[src/rtl/btb_upd_ctrl_if.sv]
// Update-request and predictor-write signals of the BTB update controller.
// Each request port is a valid/ready pair: a transfer happens on a clock edge where both are high.
interface btb_upd_ctrl_if;
   logic        ex_upd_valid;
   logic        ex_upd_op;
   logic [31:0] ex_upd_pc;
   logic [31:0] ex_upd_target;
   logic        ex_upd_ready;

   logic        id_upd_valid;
   logic        id_upd_op;
   logic [31:0] id_upd_pc;
   logic [31:0] id_upd_target;
   logic        id_upd_ready;

   logic        btb_wr_valid;
   logic [1:0]  btb_wr_op;
   logic [31:0] btb_wr_pc;
   logic [31:0] btb_wr_target;
   logic [5:0]  btb_wr_set;

   modport master (
      output ex_upd_valid, ex_upd_op, ex_upd_pc, ex_upd_target,
      input  ex_upd_ready,
      output id_upd_valid, id_upd_op, id_upd_pc, id_upd_target,
      input  id_upd_ready,
      input  btb_wr_valid, btb_wr_op, btb_wr_pc, btb_wr_target, btb_wr_set
   );

   modport slave (
      input  ex_upd_valid, ex_upd_op, ex_upd_pc, ex_upd_target,
      output ex_upd_ready,
      input  id_upd_valid, id_upd_op, id_upd_pc, id_upd_target,
      output id_upd_ready,
      output btb_wr_valid, btb_wr_op, btb_wr_pc, btb_wr_target, btb_wr_set
   );
endinterface

[src/rtl/btb_upd_ctrl.sv]
// BTB update controller: merges EXU/IDU updates through an age-ordered queue
// with INVAL-over-ALLOC squashing, and sweeps every predictor set on flush.
module btb_upd_ctrl #(
   parameter int DEPTH    = 4,
   parameter int NUM_SETS = 64
) (
   input  logic          clk,
   input  logic          rst,
   btb_upd_ctrl_if.slave upd,
   input  logic          flush_req,
   output logic          flush_busy,
   output logic          flush_done,
   output logic [1:0]    dbg_state
);
   localparam int PW = $clog2(DEPTH);
   localparam int CW = $clog2(DEPTH + 1);
   localparam logic [5:0] LAST_SET = 6'(NUM_SETS - 1);

   typedef enum logic [1:0] {IDLE = 2'd0, DRAIN = 2'd1, SWEEP = 2'd2} state_t;

   state_t            state_q, state_n;
   logic [PW-1:0]     head_q, tail_q, id_slot;
   logic [CW-1:0]     count_q, vcount, count_n;
   logic [5:0]        sweep_q;
   logic [DEPTH-1:0]  live_q, live_n;
   logic              op_q  [DEPTH];
   logic [31:0]       pc_q  [DEPTH];
   logic [31:0]       tgt_q [DEPTH];

   logic              ex_acc, id_acc, pop, sweep_issue;
   logic              h_op;
   logic [31:0]       h_pc, h_tgt;

   assign upd.ex_upd_ready = (state_q != SWEEP) && (count_q < CW'(DEPTH));
   assign upd.id_upd_ready = (state_q != SWEEP) &&
                             ((32'(count_q) + 32'(upd.ex_upd_valid)) < 32'(DEPTH));

   assign ex_acc      = upd.ex_upd_valid && upd.ex_upd_ready;
   assign id_acc      = upd.id_upd_valid && upd.id_upd_ready;
   assign id_slot     = tail_q + PW'(ex_acc);
   assign vcount      = count_q + CW'(ex_acc) + CW'(id_acc);
   assign pop         = (vcount != '0) && (state_q != SWEEP) && !flush_req;
   assign sweep_issue = (state_q == SWEEP) && !flush_req;
   assign count_n     = vcount - CW'(pop);

   // Live bits after this cycle's enqueues and squashes; the head is popped from
   // this view so a request into an empty queue issues on the very next edge.
   always_comb begin
      live_n = live_q;
      for (int i = 0; i < DEPTH; i++) begin
         if (ex_acc && upd.ex_upd_op && !op_q[i] && (pc_q[i] == upd.ex_upd_pc))
            live_n[i] = 1'b0;
         if (id_acc && upd.id_upd_op && !op_q[i] && (pc_q[i] == upd.id_upd_pc))
            live_n[i] = 1'b0;
      end
      if (ex_acc)
         live_n[tail_q] = !(id_acc && upd.id_upd_op && !upd.ex_upd_op &&
                            (upd.id_upd_pc == upd.ex_upd_pc));
      if (id_acc)
         live_n[id_slot] = !(ex_acc && upd.ex_upd_op && !upd.id_upd_op &&
                             (upd.ex_upd_pc == upd.id_upd_pc));
   end

   always_comb begin
      h_op  = op_q[head_q];
      h_pc  = pc_q[head_q];
      h_tgt = tgt_q[head_q];
      if (count_q == '0) begin
         h_op  = ex_acc ? upd.ex_upd_op     : upd.id_upd_op;
         h_pc  = ex_acc ? upd.ex_upd_pc     : upd.id_upd_pc;
         h_tgt = ex_acc ? upd.ex_upd_target : upd.id_upd_target;
      end
   end

   always_comb begin
      state_n = state_q;
      if (flush_req)
         state_n = SWEEP;
      else if (state_q == SWEEP)
         state_n = (sweep_q == LAST_SET) ? IDLE : SWEEP;
      else
         state_n = (count_n != '0) ? DRAIN : IDLE;
   end

   always_ff @(posedge clk or negedge rst) begin
      if (!rst) begin
         state_q <= IDLE;
         head_q  <= '0;
         tail_q  <= '0;
         count_q <= '0;
         sweep_q <= '0;
         live_q  <= '0;
      end else begin
         state_q <= state_n;
         if (flush_req) begin
            head_q  <= '0;
            tail_q  <= '0;
            count_q <= '0;
            sweep_q <= '0;
            live_q  <= '0;
         end else begin
            head_q  <= head_q + PW'(pop);
            tail_q  <= tail_q + PW'(ex_acc) + PW'(id_acc);
            count_q <= count_n;
            live_q  <= live_n;
            if (sweep_issue)
               sweep_q <= sweep_q + 6'd1;
         end
      end
   end

   always_ff @(posedge clk) begin
      if (ex_acc) begin
         op_q[tail_q]  <= upd.ex_upd_op;
         pc_q[tail_q]  <= upd.ex_upd_pc;
         tgt_q[tail_q] <= upd.ex_upd_target;
      end
      if (id_acc) begin
         op_q[id_slot]  <= upd.id_upd_op;
         pc_q[id_slot]  <= upd.id_upd_pc;
         tgt_q[id_slot] <= upd.id_upd_target;
      end
   end

   always_ff @(posedge clk or negedge rst) begin
      if (!rst) begin
         upd.btb_wr_valid  <= 1'b0;
         upd.btb_wr_op     <= 2'b00;
         upd.btb_wr_pc     <= '0;
         upd.btb_wr_target <= '0;
         upd.btb_wr_set    <= '0;
         flush_done        <= 1'b0;
      end else begin
         flush_done <= sweep_issue && (sweep_q == LAST_SET);
         if (sweep_issue) begin
            upd.btb_wr_valid  <= 1'b1;
            upd.btb_wr_op     <= 2'b10;
            upd.btb_wr_pc     <= '0;
            upd.btb_wr_target <= '0;
            upd.btb_wr_set    <= sweep_q;
         end else if (pop && live_n[head_q]) begin
            upd.btb_wr_valid  <= 1'b1;
            upd.btb_wr_op     <= {1'b0, h_op};
            upd.btb_wr_pc     <= h_pc;
            upd.btb_wr_target <= h_tgt;
            upd.btb_wr_set    <= h_pc[7:2];
         end else begin
            upd.btb_wr_valid  <= 1'b0;
            upd.btb_wr_op     <= 2'b00;
            upd.btb_wr_pc     <= '0;
            upd.btb_wr_target <= '0;
            upd.btb_wr_set    <= '0;
         end
      end
   end

   assign flush_busy = (state_q == SWEEP);
   assign dbg_state  = state_q;
endmodule

[src/flat_wrapper.sv]
// flat-port wrapper written by rule: the top's interface ports become plain ports
module btb_upd_ctrl_flat 
#(
   parameter int DEPTH    = 4,
   parameter int NUM_SETS = 64
)
  (clk, rst, flush_req, flush_busy, flush_done, dbg_state, upd_ex_upd_valid, upd_ex_upd_op, upd_ex_upd_pc, upd_ex_upd_target, upd_ex_upd_ready, upd_id_upd_valid, upd_id_upd_op, upd_id_upd_pc, upd_id_upd_target, upd_id_upd_ready, upd_btb_wr_valid, upd_btb_wr_op, upd_btb_wr_pc, upd_btb_wr_target, upd_btb_wr_set);
  btb_upd_ctrl_if upd_i ();
  input  logic clk;
  input  logic rst;
  input  logic flush_req;
  output logic flush_busy;
  output logic flush_done;
  output logic [1:0] dbg_state;
  input wire logic [$bits(upd_i.ex_upd_valid)-1:0] upd_ex_upd_valid;
  input wire logic [$bits(upd_i.ex_upd_op)-1:0] upd_ex_upd_op;
  input wire logic [$bits(upd_i.ex_upd_pc)-1:0] upd_ex_upd_pc;
  input wire logic [$bits(upd_i.ex_upd_target)-1:0] upd_ex_upd_target;
  output wire logic [$bits(upd_i.ex_upd_ready)-1:0] upd_ex_upd_ready;
  input wire logic [$bits(upd_i.id_upd_valid)-1:0] upd_id_upd_valid;
  input wire logic [$bits(upd_i.id_upd_op)-1:0] upd_id_upd_op;
  input wire logic [$bits(upd_i.id_upd_pc)-1:0] upd_id_upd_pc;
  input wire logic [$bits(upd_i.id_upd_target)-1:0] upd_id_upd_target;
  output wire logic [$bits(upd_i.id_upd_ready)-1:0] upd_id_upd_ready;
  output wire logic [$bits(upd_i.btb_wr_valid)-1:0] upd_btb_wr_valid;
  output wire logic [$bits(upd_i.btb_wr_op)-1:0] upd_btb_wr_op;
  output wire logic [$bits(upd_i.btb_wr_pc)-1:0] upd_btb_wr_pc;
  output wire logic [$bits(upd_i.btb_wr_target)-1:0] upd_btb_wr_target;
  output wire logic [$bits(upd_i.btb_wr_set)-1:0] upd_btb_wr_set;
  assign upd_i.ex_upd_valid = upd_ex_upd_valid;
  assign upd_i.ex_upd_op = upd_ex_upd_op;
  assign upd_i.ex_upd_pc = upd_ex_upd_pc;
  assign upd_i.ex_upd_target = upd_ex_upd_target;
  assign upd_ex_upd_ready = upd_i.ex_upd_ready;
  assign upd_i.id_upd_valid = upd_id_upd_valid;
  assign upd_i.id_upd_op = upd_id_upd_op;
  assign upd_i.id_upd_pc = upd_id_upd_pc;
  assign upd_i.id_upd_target = upd_id_upd_target;
  assign upd_id_upd_ready = upd_i.id_upd_ready;
  assign upd_btb_wr_valid = upd_i.btb_wr_valid;
  assign upd_btb_wr_op = upd_i.btb_wr_op;
  assign upd_btb_wr_pc = upd_i.btb_wr_pc;
  assign upd_btb_wr_target = upd_i.btb_wr_target;
  assign upd_btb_wr_set = upd_i.btb_wr_set;
  btb_upd_ctrl #(.DEPTH(DEPTH), .NUM_SETS(NUM_SETS)) u_core (.clk(clk), .rst(rst), .upd(upd_i), .flush_req(flush_req), .flush_busy(flush_busy), .flush_done(flush_done), .dbg_state(dbg_state));
endmodule
[config.mk]
export PLATFORM = sky130hd
export DESIGN_NAME = btb_upd_ctrl_flat
export DESIGN_NICKNAME = d
export VERILOG_FILES = /design/src/rtl/btb_upd_ctrl_if.sv /design/src/rtl/btb_upd_ctrl.sv /design/src/flat_wrapper.sv
export SDC_FILE = /design/constraint.sdc
export NUM_CORES = 1
export LEC_CHECK = 0
export CORE_ASPECT_RATIO = 0.5
export CORE_MARGIN = 4
export CORE_UTILIZATION = 52
export DETAILED_ROUTE_END_ITERATION = 8
export GPL_ROUTABILITY_DRIVEN = 0
export HOLD_SLACK_MARGIN = 0.1
export PLACE_DENSITY_LB_ADDON = 0.12
export SYNTH_ARGS = -nofsm -noshare
export SYNTH_HDL_FRONTEND = slang
export SYNTH_SLANG_ARGS = --single-unit
[constraint.sdc]
create_clock -name clk -period 18.4 [get_ports clk]
set_input_delay 2.76 -clock clk [delete_from_list [all_inputs] [get_ports clk]]
set_output_delay 2.76 -clock clk [all_outputs]
set_load 0.01 [all_outputs]
After elaboration in Yosys (flattened, before gate mapping)
Memory sizes are Yosys's and may differ from the RTL's.
Index checks and enable logic that the tools add are counted.
{"block": "word_totals", "reg_bits": 93, "latch_bits": 0, "mem_bits_rw": 260, "romBits": 0, "memories": 3}
{"block": "classes", "add_sub_neg": 8, "n_mul": 0, "div_mod_pow": 0, "order_cmp": 7, "n_eq_ne": 13, "shifts": 0, "muxes": 48, "bitwise_logic": 0, "n_reduce_logical": 46}
{"name": "u_core.pc_q", "words": 4, "width": 32, "read_ports": 5, "rd_clocked_by_memory_dff": 0, "write_ports": 2, "line": "btb_upd_ctrl.sv:27", "source": "logic [31:0] pc_q [DEPTH];"}
{"name": "u_core.tgt_q", "words": 4, "width": 32, "read_ports": 1, "rd_clocked_by_memory_dff": 0, "write_ports": 2, "line": "btb_upd_ctrl.sv:28", "source": "logic [31:0] tgt_q [DEPTH];"}
{"name": "u_core.op_q", "words": 4, "width": 1, "read_ports": 5, "rd_clocked_by_memory_dff": 0, "write_ports": 2, "line": "btb_upd_ctrl.sv:26", "source": "logic op_q [DEPTH];"}
{"cell": "$eq 32x32->1", "n": 10}
{"cell": "$mux 32", "n": 8}
{"cell": "$logic_and 1x1->1", "n": 33}
{"cell": "$lt 32x3->1 const B", "n": 1}
{"cell": "$mux 6", "n": 4}
{"cell": "$mux 1", "n": 21}
{"cell": "$mux 2", "n": 6}
{"cell": "$mux 4", "n": 3}
{"cell": "$logic_not 1->1", "n": 9}
{"cell": "$lt 2x3->1 const B", "n": 3}
{"cell": "$bwmux 4", "n": 2}
{"cell": "$add 2x1->2", "n": 3}
{"cell": "$add 3x1->3", "n": 2}
{"cell": "$add 6x1->6 const B", "n": 1}
{"cell": "$eq 6x6->1 const B", "n": 1}
{"cell": "$reduce_bool 3->1", "n": 2}
{"cell": "$add 3x1->4", "n": 1}
{"cell": "$demux 1 s2", "n": 2}
{"cell": "$ge 2x1->1 const B", "n": 2}
{"cell": "$logic_not 3->1", "n": 1}
{"cell": "$lt 3x3->1 const B", "n": 1}
{"cell": "$mux 3", "n": 1}
{"cell": "$sub 3x1->3", "n": 1}
{"cell": "$bmux 1 s2", "n": 1}
{"cell": "other kinds (3)", "n": 3}

Longest topological paths before layout
Gate-level depths: netlist of run 1.
{"block": "depth", "ltp_word": 17, "ltp_mapped": 15, "mapped_depth_nobuf": 12}

Worst setup path before layout of run 1
OpenSTA, ideal clock, no wires.
{"block": "synth_timing", "kind": "input to register", "start": "input upd_ex_upd_valid", "end": "memory u_core.op_q[2] (enable)", "setup_time_ns": 0.511, "arrival_time_ns": 7.793, "required_time_ns": 17.889, "setup_slack_ns": 10.097, "path_stages": 8, "path_buffers": 1, "cell_sequence": "nor2b_1 nand2_1 inv_1 clkbuf_1 ha_1 xor2_1 nand4_1 o22ai_1"}
{"element": "from (decl)", "line": "flat_wrapper.sv:15", "source": "input wire logic [$bits(upd_i.ex_upd_valid)-1:0] upd_ex_upd_valid;"}
{"element": "to (decl)", "line": "btb_upd_ctrl.sv:26"}

Worst setup path after layout of run 1
{"block": "layout_timing", "start": "input upd_ex_upd_valid", "end": "output upd_id_upd_ready"}
{"block": "layout_via", "elab_chain_len": 3}
{"element": "$add 3x1->4", "line": "btb_upd_ctrl.sv:36", "source": "((32'(count_q) + 32'(upd.ex_upd_valid)) < 32'(DEPTH));"}
{"element": "$lt 32x3->1", "line": "btb_upd_ctrl.sv:36"}
{"element": "$logic_and 1x1->1", "line": "btb_upd_ctrl.sv:35", "source": "assign upd.id_upd_ready = (state_q != SWEEP) &&"}
{"element": "to (decl)", "line": "flat_wrapper.sv:24", "source": "output wire logic [$bits(upd_i.id_upd_ready)-1:0] upd_id_upd_ready;"}
Every way passes these cells.

==> results of run 1 <==
==> tightest hold or removal path: stages, from the launching register on <==
cell	delay, ps
sky130_fd_sc_hd__dfrtp_1	380
sky130_fd_sc_hd__nand2_1	60
sky130_fd_sc_hd__o21ai_0	60
==> logic make-up (layout without fill, tap and decap cells) <==
logic type	Yosys count	count (layout)	share of synthesized area [%]
AND/OR/NAND/NOR	457	457	10.0
buffers and inverters	158	306	3.86
AO/OA/AOI/OAI	95	95	3.43
multiplexers	318	318	20.5
adder cells (fa/ha/maj)	8	8	0.520
flip-flops	353	353	49.0
XOR/XNOR	298	298	12.7
==> where the power goes <==
part | internal [uW] | total, uW | leakage (uW) | switching (uW)
Clock | 392 | 720 | 0.000551 | 328
Sequential | 857 | 857 | 0.00362 | 0.820
Combinational | 71.9 | 154 | 0.00411 | 82.0
Total | 1320 | 1730 | 0.00828 | 411
==> how the worst max path moves through the flow <==
stage	endpoint	slack, ps	cells after the start
after global placement	u_core.pc_q[1][21]	11270	9
final	upd_id_upd_ready	11550	4
after detailed placement	u_core.upd.btb_wr_set[0]	11070	15
after floorplan	u_core.op_q[2]	10100	8
after global routing	u_core.upd.btb_wr_set[0]	11240	15
after CTS	upd_id_upd_ready	11530	4
==> stage by stage <==
stage / worst slack [ps] / utilization [%] / hold WS [ps] / total power [uW] / instances
2_1_floorplan: 10100 / - / 473 / 963 / 1687
3_3_place_gp: 11270 / 58.6 / 512 / 1020 / 2299
3_5_place_dp: 11070 / 58.6 / 524 / 1020 / 2299
4_1_cts: 11530 / 61.5 / 542 / 1740 / 2365
5_1_grt: 11240 / 61.5 / 603 / 1790 / 2365
6_report: 11550 / 61.5 / 542 / 1730 / 2365
==> flip-flops by register name, indices dropped and copies added, names as in the netlist <==
register,count
u_core.flush_done,1
u_core.tgt_q,128
u_core.op_q,4
u_core.count_q,3
u_core.sweep_q,6
u_core.upd.btb_wr_pc,32
u_core.upd.btb_wr_target,32
u_core.upd.btb_wr_op,2
u_core.live_q,4
u_core.pc_q,128
u_core.upd.btb_wr_set,6
u_core.upd.btb_wr_valid,1
u_core.head_q,2
u_core.tail_q,2
u_core.dbg_state,2
==> area by class of cell <==
class	instances	area, um2	area share [%]
Clock inverter	19	149	0.619
Sequential cell	353	10100	42.2
Inverter	9	33.8	0.141
Timing Repair Buffer	231	2260	9.42
Tap cell	530	663	2.76
Multi-Input combinational cell	1176	9820	40.8
Clock buffer	47	972	4.04
==> placed cells by master (no fill, tap or decap), types with 3 or more instances in the layout <==
cell                              netlist  routed
sky130_fd_sc_hd__nor2_1                86      84
sky130_fd_sc_hd__mux4_2                65      65
sky130_fd_sc_hd__dfrtp_1               93      91
sky130_fd_sc_hd__nand4_1               74      74
sky130_fd_sc_hd__edfxtp_1             260     260
sky130_fd_sc_hd__clkbuf_1              60       8
sky130_fd_sc_hd__mux2_2               195     195
sky130_fd_sc_hd__xnor2_1              272     272
sky130_fd_sc_hd__clkinv_2               0       7
sky130_fd_sc_hd__nor2b_1                4       4
sky130_fd_sc_hd__a21oi_1                5       5
sky130_fd_sc_hd__xor2_1                24      24
sky130_fd_sc_hd__inv_1                  8       7
sky130_fd_sc_hd__clkdlybuf4s50_1        0     212
sky130_fd_sc_hd__clkinv_1               0       6
sky130_fd_sc_hd__nand3_1               26      25
sky130_fd_sc_hd__ha_1                   7       7
sky130_fd_sc_hd__buf_4                 14      19
sky130_fd_sc_hd__nor4_1                14      14
sky130_fd_sc_hd__mux2i_1               58      58
sky130_fd_sc_hd__o21ai_2                3       3
sky130_fd_sc_hd__nor3_1                18      17
sky130_fd_sc_hd__a221oi_1               3       3
sky130_fd_sc_hd__a211oi_1              59      59
sky130_fd_sc_hd__nand2_2                0       3
sky130_fd_sc_hd__a311oi_1               3       3
sky130_fd_sc_hd__clkbuf_16              0      36
sky130_fd_sc_hd__o21ai_0               12      12
sky130_fd_sc_hd__nand2_1              223     220
sky130_fd_sc_hd__clkbuf_8               0       3
==> per-layer routing <==
layer  wire length (um)  vias up
met5                 52        -
met4               1350        2
met3               5280      130
met2              29300      622
met1              25000     7354
li1                   -     6365
==> flow_summary.yaml, run 1 <==
outcome:
  status: "complete, no violations"
timing:
  grt_setup_unrepaired: "false"
  final_max_slew_viol_count: 0
  worst_pin_slew_ps: 1160
  final_period_minus_worst_setup_slack_ps: 6850
  setup-violations-final: 0
  slew_headroom_pct: 22.4
  final_count_of_hold_timing_violations: 0
  max_clock_freq_mhz: 146
  layout_worst_path_cycle_share_pct: 37.2
  skew_ps: 20.0
  fin_setup_tns_ps: 0
floorplanning:
  cell_rows: 51
  start_util_pct: 52.9
  die_area_um2: 43300
  io-pin-count: 214
  core_area_um2: 39100
  chipWidth_um: 290
  die_height_um: 149
final_layout:
  antennaDiodeCount: 0
  layout.nets: 1950
  design_area_um2: 24000
  layout-area-overhead-vs-synth_pct: 16.2
  filler_cell_count: 3008
  post_route_cells_drive_above_1_share_pct: 19.5
hold_path:
  worstHoldPathType: "register to register"
  min_to: "u_core.upd.btb_wr_set[5]"
  hold_path_startpoint: "u_core.sweep_q[5]"
  min_delay_path_depth: 2
clocking:
  worstSkewPairLatency_ps: 560
  cts-hold-fix-buffers: 0
  cts.root.buffer_cell: "sky130_fd_sc_hd__clkbuf_16"
  cts_made_buffers: 36
  clock_tree.htree_level_count: 2
  path_clk_slew_ps: 70
  clock_tree.buffer_depth: 3
  cts_resized: 0
  setup_fix_buffers_added_after_clock_tree_synthesis: 0
  tritoncts: "yes"
  clock_sink_count: 353
synthesis:
  synth.lib_cells_used.distinct: 48
  synth_seq_area_share_pct: 49.0
  postSynthCellCount: 1687
  post-synth-top-count-cell: "sky130_fd_sc_hd__xnor2_1"
  syn_area_um2: 20700
  post_synth_main_area_contributors: "sky130_fd_sc_hd__edfxtp_1, sky130_fd_sc_hd__xnor2_1, sky130_fd_sc_hd__dfrtp_1"
  synth_common_cells: "sky130_fd_sc_hd__xnor2_1, sky130_fd_sc_hd__edfxtp_1, sky130_fd_sc_hd__nand2_1"
  synth.top_cell.area_share_pct: 37.7
  synth-edff-count: 260
  asyncSetResetFlopFracSynth_pct: 26.3
  post-synth-top-area-cell: "sky130_fd_sc_hd__edfxtp_1"
  syn_nets: 1830
  postSynthAreaPerCell_um2: 12.3
  post_synthesis_register_bit_count: 353
  synth_warnings: 0
  synth_flop_cell: "sky130_fd_sc_hd__edfxtp_1"
worst_setup_path:
  timing.critical_path.cells: "clkdlybuf4s50_1, nand3_1, and2_1, clkdlybuf4s50_1"
  r2r_end: "u_core.upd.btb_wr_set[0]"
  cpMostUsedCell: "sky130_fd_sc_hd__clkdlybuf4s50_1"
  worstPathArrival_ps: 4090
  critical_path.n_buffers_inverters: 2
  crit_path_start_kind: "primary input"
  worst-path-max-fanout: 4
  slowest_delay_ps: 500
  critPathLaunch: "upd_ex_upd_valid"
  category_of_the_worst_setup_path_capture_point: "output pin"
  r2r_slack_ps: 13770
  reg2reg_depth: 14
  critPathTopFamily: "buffers and inverters"
  worstPathRequired_ps: 15640
  critPathSlowestCell: "sky130_fd_sc_hd__clkdlybuf4s50_1"
  worstReg2RegStart: "u_core.dbg_state[0]"
  category_of_the_critical_setup_timing_path: "primary input to output pin"
flow_run:
  max-cap-violations: 0
grt:
  first_global_vias: 14902
  global_route.peak_usage_layer: "met2"
  grt_util_met2_pct: 46.3
  grt_start_max_net_pins: 91
  global_route.usage.met1_pct: 37.9
  grt_use_total_pct: 28.0
  global_route.usage.met3_pct: 7.05
  grt_remaining_overflow: 0
  initial_antenna_violation_count: 1
  grt_first_pass_wirelength_um: 92400
pwr:
  power_density_nw_per_um2: 72.0
  p_leak_uw: 0.00828
  vdd.ir_drop.worst_v: 0.0000512
detailed_routing:
  wl_um: 61000
  via_count: 14473
  avgViaCountPerCell: 6.12
  drt_pre_antenna_iters: 7
  final_antenna_net_count: 0
  total_drc_errors_in_the_routed_layout: 0
  drt-initial-drc-count: 1648
  route.detailed.wl_per_inst_um: 25.8
placement:
  post_place_cell_area_um2: 22900
  detailed_place_hpwl_um: 41500
  port_buffers: 213
(Power assumes the default switching activity.)
==> run 2, diff against run 1 <==
- clock period: 18.4 -> 6.7 ns (I/O delays scaled with it)
==> flow_summary.yaml, run 2 (synthesized netlist as in run 1, its figures left out) <==
outcome:
  status: "complete, no violations"
final_layout:
  layoutNonFillerInstCount: 2372
  layout-area-overhead-vs-synth_pct: 16.7
  post-route-util_pct: 61.7
  seq_area_um2: 10100
  multi_input_area_um2: 9820
  layout.nets: 1954
  post_route_cells_drive_above_1_share_pct: 19.8
  filler_cell_count: 3116
  biggestRegsByFlops: "u_core.pc_q x128, u_core.tgt_q x128"
  mostFrequentLayoutCells: "sky130_fd_sc_hd__xnor2_1, sky130_fd_sc_hd__edfxtp_1, sky130_fd_sc_hd__nand2_1"
  leading_cell_type_in_the_layout_fill_and_taps_excluded: "sky130_fd_sc_hd__xnor2_1"
grt:
  grt_use_total_pct: 28.2
  initial_antenna_violation_count: 5
  grt_start_max_net_pins: 91
  first_global_vias: 15033
  grt_remaining_overflow: 0
  grt_first_pass_wirelength_um: 92700
timing:
  setup-violations-final: 0
  final_count_of_hold_timing_violations: 0
  fin_setup_tns_ps: 0
  worst_pin_slew_ps: 1060
  max_clock_freq_mhz: 223
  final_max_slew_viol_count: 0
  grt_setup_unrepaired: "false"
  slew_headroom_pct: 29.1
  skew_ps: 27.1
  final_period_minus_worst_setup_slack_ps: 4480
  layout_worst_path_cycle_share_pct: 66.8
  hold_slack_ps: 562
pwr:
  power_density_nw_per_um2: 198
  p_leak_uw: 0.00832
  vdd.ir_drop.worst_v: 0.000165
detailed_routing:
  drt-initial-drc-count: 1894
  drt_pre_antenna_iters: 6
  wl_um: 61800
  final_antenna_net_count: 0
  route.detailed.wl_per_inst_um: 26.1
  avgViaCountPerCell: 6.10
  total_drc_errors_in_the_routed_layout: 0
  via_count: 14474
worst_setup_path:
  timing.critical_path.cells: "clkdlybuf4s50_1, nor2b_1, nand2_2, inv_2, ha_1, xor2_1, nand4_1, nor2_4, nand4_1, nand4_1, o311ai_1, o311ai_4, buf_4, o21ai_0"
  slowest_delay_ps: 630
  worstPathArrival_ps: 4860
  category_of_the_worst_setup_path_capture_point: "register"
  worstPathRequired_ps: 7090
  cpMostUsedCell: "sky130_fd_sc_hd__nand4_1"
  category_of_the_critical_setup_timing_path: "primary input to register"
  critPathSlowestCell: "sky130_fd_sc_hd__nor2_4"
  worst-path-max-fanout: 35
  crit_path_start_kind: "primary input"
floorplanning:
  die_height_um: 149
  chipWidth_um: 290
  die_area_um2: 43300
  start_util_pct: 52.9
  cell_rows: 51
  core_area_um2: 39100
  io-pin-count: 214
placement:
  number_of_placed_instances_taps_included: 2304
  port_buffers: 213
  detailed_place_hpwl_um: 42100
flow_run:
  max-cap-violations: 0
clocking:
  cts.root.buffer_cell: "sky130_fd_sc_hd__clkbuf_16"
  setup_fix_buffers_added_after_clock_tree_synthesis: 0
  clock_tree.htree_level_count: 2
  worstSkewPairLatency_ps: 550
  clock_tree.buffer_depth: 3
  cts-hold-fix-buffers: 0
  cts_resized: 0
  path_clk_slew_ps: 60
  clock_sink_count: 353
  tritoncts: "yes"
  cts_made_buffers: 35
hold_path:
  worstHoldPathType: "register to register"
[run 2: where the power goes]
part	leakage, uW	internal (uW)	switching [uW]
registers	0.00362	2350	2.56
logic	0.00414	198	227
clock network	0.000562	1110	903
[run 2: metrics by stage]
step	worst slack [ps]	cell area, um2	total power, uW
3_5_place_dp	1680	23000	2820
3_3_place_gp	1910	23000	2810
5_1_grt	1920	24100	4940
4_1_cts	2260	24100	4810
2_1_floorplan	152	20700	2650
6_report	2220	24200	4790
[run 2: layer usage]
layer | up-vias | part of all wire (%) | global-route usage, %
met5 | - | 0.073 | 0
met4 | 4 | 2.7 | 7.85
met3 | 134 | 8.7 | 6.74
met2 | 618 | 48 | 46.5
met1 | 7340 | 41 | 37.8
li1 | 6378 | - | -
[run 2: final cells by class]
class	instances	share of cell area, %
Inverter	9	0.140
Antenna cell	4	0.0414
Multi-Input combinational cell	1176	40.7
Clock buffer	43	3.79
Sequential cell	353	42.0
Clock inverter	21	0.907
Timing Repair Buffer	236	9.74
Tap cell	530	2.75
[run 2: critical path, delay by kind of cell]
family	cells	cell delay [ps]
xor+xnor	1	470
fa+ha+maj	1	160
simple gates	6	1760
compound gates	3	460
buf+inv	3	1000
[run 2: worst paths after layout]
path	to	cells after the start	startpoint	slack (ps)
max	u_core.upd.btb_wr_set[5]	14	upd_ex_upd_valid	2220
min	u_core.upd.btb_wr_set[5]	2	u_core.sweep_q[5]	560
max reg2reg	u_core.upd.btb_wr_set[5]	13	u_core.dbg_state[0]	2630
min reg2reg	u_core.upd.btb_wr_set[5]	2	u_core.sweep_q[5]	560
max in group asynchronous	u_core.upd.btb_wr_pc[4]	2	rst	5090
min in group asynchronous	u_core.upd.btb_wr_target[1]	1	rst	600
==> run 3, diff against run 2 <==
- clock period: 6.7 -> 3.95 ns (I/O delays scaled with it)
==> flow_summary.yaml, run 3 (synthesized netlist as in run 1, its figures left out) <==
outcome:
  status: "complete, no violations"
detailed_routing:
  wl_um: 65100
  drt-initial-drc-count: 1735
  avgViaCountPerCell: 6.14
  total_drc_errors_in_the_routed_layout: 0
  route.detailed.wl_per_inst_um: 26.5
  drt_pre_antenna_iters: 6
  via_count: 15117
  final_antenna_net_count: 0
clocking:
  cts.root.buffer_cell: "sky130_fd_sc_hd__clkbuf_16"
  clock_tree.buffer_depth: 3
  cts_made_buffers: 34
  worstSkewPairLatency_ps: 550
  cts_resized: 0
  cts-hold-fix-buffers: 0
  clock_sink_count: 353
  clock_tree.htree_level_count: 2
  setup_fix_buffers_added_after_clock_tree_synthesis: 0
  path_clk_slew_ps: 70
  tritoncts: "yes"
worst_setup_path:
  worstPathRequired_ps: 4380
  worst-path-max-fanout: 24
  critical_path.n_buffers_inverters: 3
  critPathTopFamily: "simple AND/OR/NAND/NOR gates"
  slowest_delay_ps: 580
  category_of_the_critical_setup_timing_path: "register to register"
  timing.critical_path.cells: "nand2b_1, nand2_2, inv_2, ha_1, xor2_1, buf_4, or3_2, a311oi_1, o311ai_4, buf_4, a211oi_1"
  critPathSlowestCell: "sky130_fd_sc_hd__or3_2"
  worstPathArrival_ps: 3920
  crit_path_start_kind: "register"
  cpMostUsedCell: "sky130_fd_sc_hd__buf_4"
  category_of_the_worst_setup_path_capture_point: "register"
final_layout:
  mostFrequentLayoutCells: "sky130_fd_sc_hd__xnor2_1, sky130_fd_sc_hd__edfxtp_1, sky130_fd_sc_hd__nand2_1"
  multi_input_area_um2: 9820
  filler_cell_count: 3041
  biggestRegsByFlops: "u_core.pc_q x128, u_core.tgt_q x128"
  post_route_cells_drive_above_1_share_pct: 23.6
  seq_area_um2: 10100
  layout-area-overhead-vs-synth_pct: 20.3
  layout.nets: 2045
  leading_cell_type_in_the_layout_fill_and_taps_excluded: "sky130_fd_sc_hd__xnor2_1"
timing:
  setup-violations-final: 0
  max_clock_freq_mhz: 287
  slew_headroom_pct: 17.0
  fin_setup_tns_ps: 0
  skew_ps: 16.4
  final_count_of_hold_timing_violations: 0
  worst_pin_slew_ps: 1240
  final_max_slew_viol_count: 0
  layout_worst_path_cycle_share_pct: 88.3
  final_period_minus_worst_setup_slack_ps: 3490
  grt_setup_unrepaired: "false"
grt:
  first_global_vias: 15316
  grt_first_pass_wirelength_um: 96600
  initial_antenna_violation_count: 2
  grt_start_max_net_pins: 62
  grt_use_total_pct: 29.6
  grt_remaining_overflow: 0
floorplanning:
  start_util_pct: 52.9
  io-pin-count: 214
  chipWidth_um: 290
  die_height_um: 149
  cell_rows: 51
  core_area_um2: 39100
  die_area_um2: 43300
placement:
  detailed_place_hpwl_um: 44900
  port_buffers: 213
hold_path:
  worstHoldPathType: "primary input to async pin"
pwr:
  power_density_nw_per_um2: 325
  p_leak_uw: 0.00878
  post_route_total_power_uw: 8100
  vdd.ir_drop.worst_v: 0.000284
flow_run:
  max-cap-violations: 0
[run 3: metrics by stage]
| step | setup WS, ps | utilization (%) | area (um2) | instances | hold slack [ps] |
|---|---|---|---|---|---|
| 2_1_floorplan | 81.2 | - | 20700 | 1687 | 297 |
| 3_3_place_gp | 278 | 60.8 | 23800 | 2396 | 518 |
| 3_5_place_dp | 70.4 | 60.8 | 23800 | 2396 | 526 |
| 4_1_cts | 489 | 63.6 | 24900 | 2458 | 199 |
| 5_1_grt | 312 | 63.7 | 24900 | 2460 | 205 |
| 6_report | 463 | 63.7 | 24900 | 2461 | 141 |
[run 3: routing by layer]
metal  global-route usage [%]  part of all wire, %  vias to the layer above
met5                        0                    0                        -
li1                         -                    -                     6552
met2                     49.8                   49                      761
met4                     9.20                  3.3                        0
met3                     6.63                  9.2                      145
met1                     38.8                   39                     7659
[run 3: final cells by class]
type	instances	share of cell area, %
diodes	3	0.0301
clock buffers	44	3.81
clock inverters	18	0.618
inverters	9	0.136
multi-input cells	1176	39.4
flip-flops and latches	353	40.7
well taps	530	2.66
repair buffers	328	12.6
[run 3: path summary, 6_finish.rpt]
| kind | from | endpoint | slack [ps] | cells past startpoint |
|---|---|---|---|---|
| hold / removal | rst | u_core.upd.btb_wr_pc[25] | 140 | 1 |
| max in group asynchronous | rst | u_core.upd.btb_wr_pc[5] | 2930 | 2 |
| hold reg to reg | u_core.sweep_q[5] | u_core.upd.btb_wr_set[5] | 530 | 2 |
| min in group clk | u_core.sweep_q[5] | u_core.upd.btb_wr_set[5] | 530 | 2 |
| setup reg to reg | u_core.dbg_state[0] | u_core.upd.btb_wr_target[21] | 460 | 11 |
| setup / recovery | u_core.dbg_state[0] | u_core.upd.btb_wr_target[21] | 460 | 11 |
[run 3: report_power, final]
part           leakage, uW  total, uW  internal, uW  switching [uW]
Combinational      0.00462        802           385             417
Clock             0.000548       3300          1800            1500
Sequential         0.00362       3990          3990            4.07
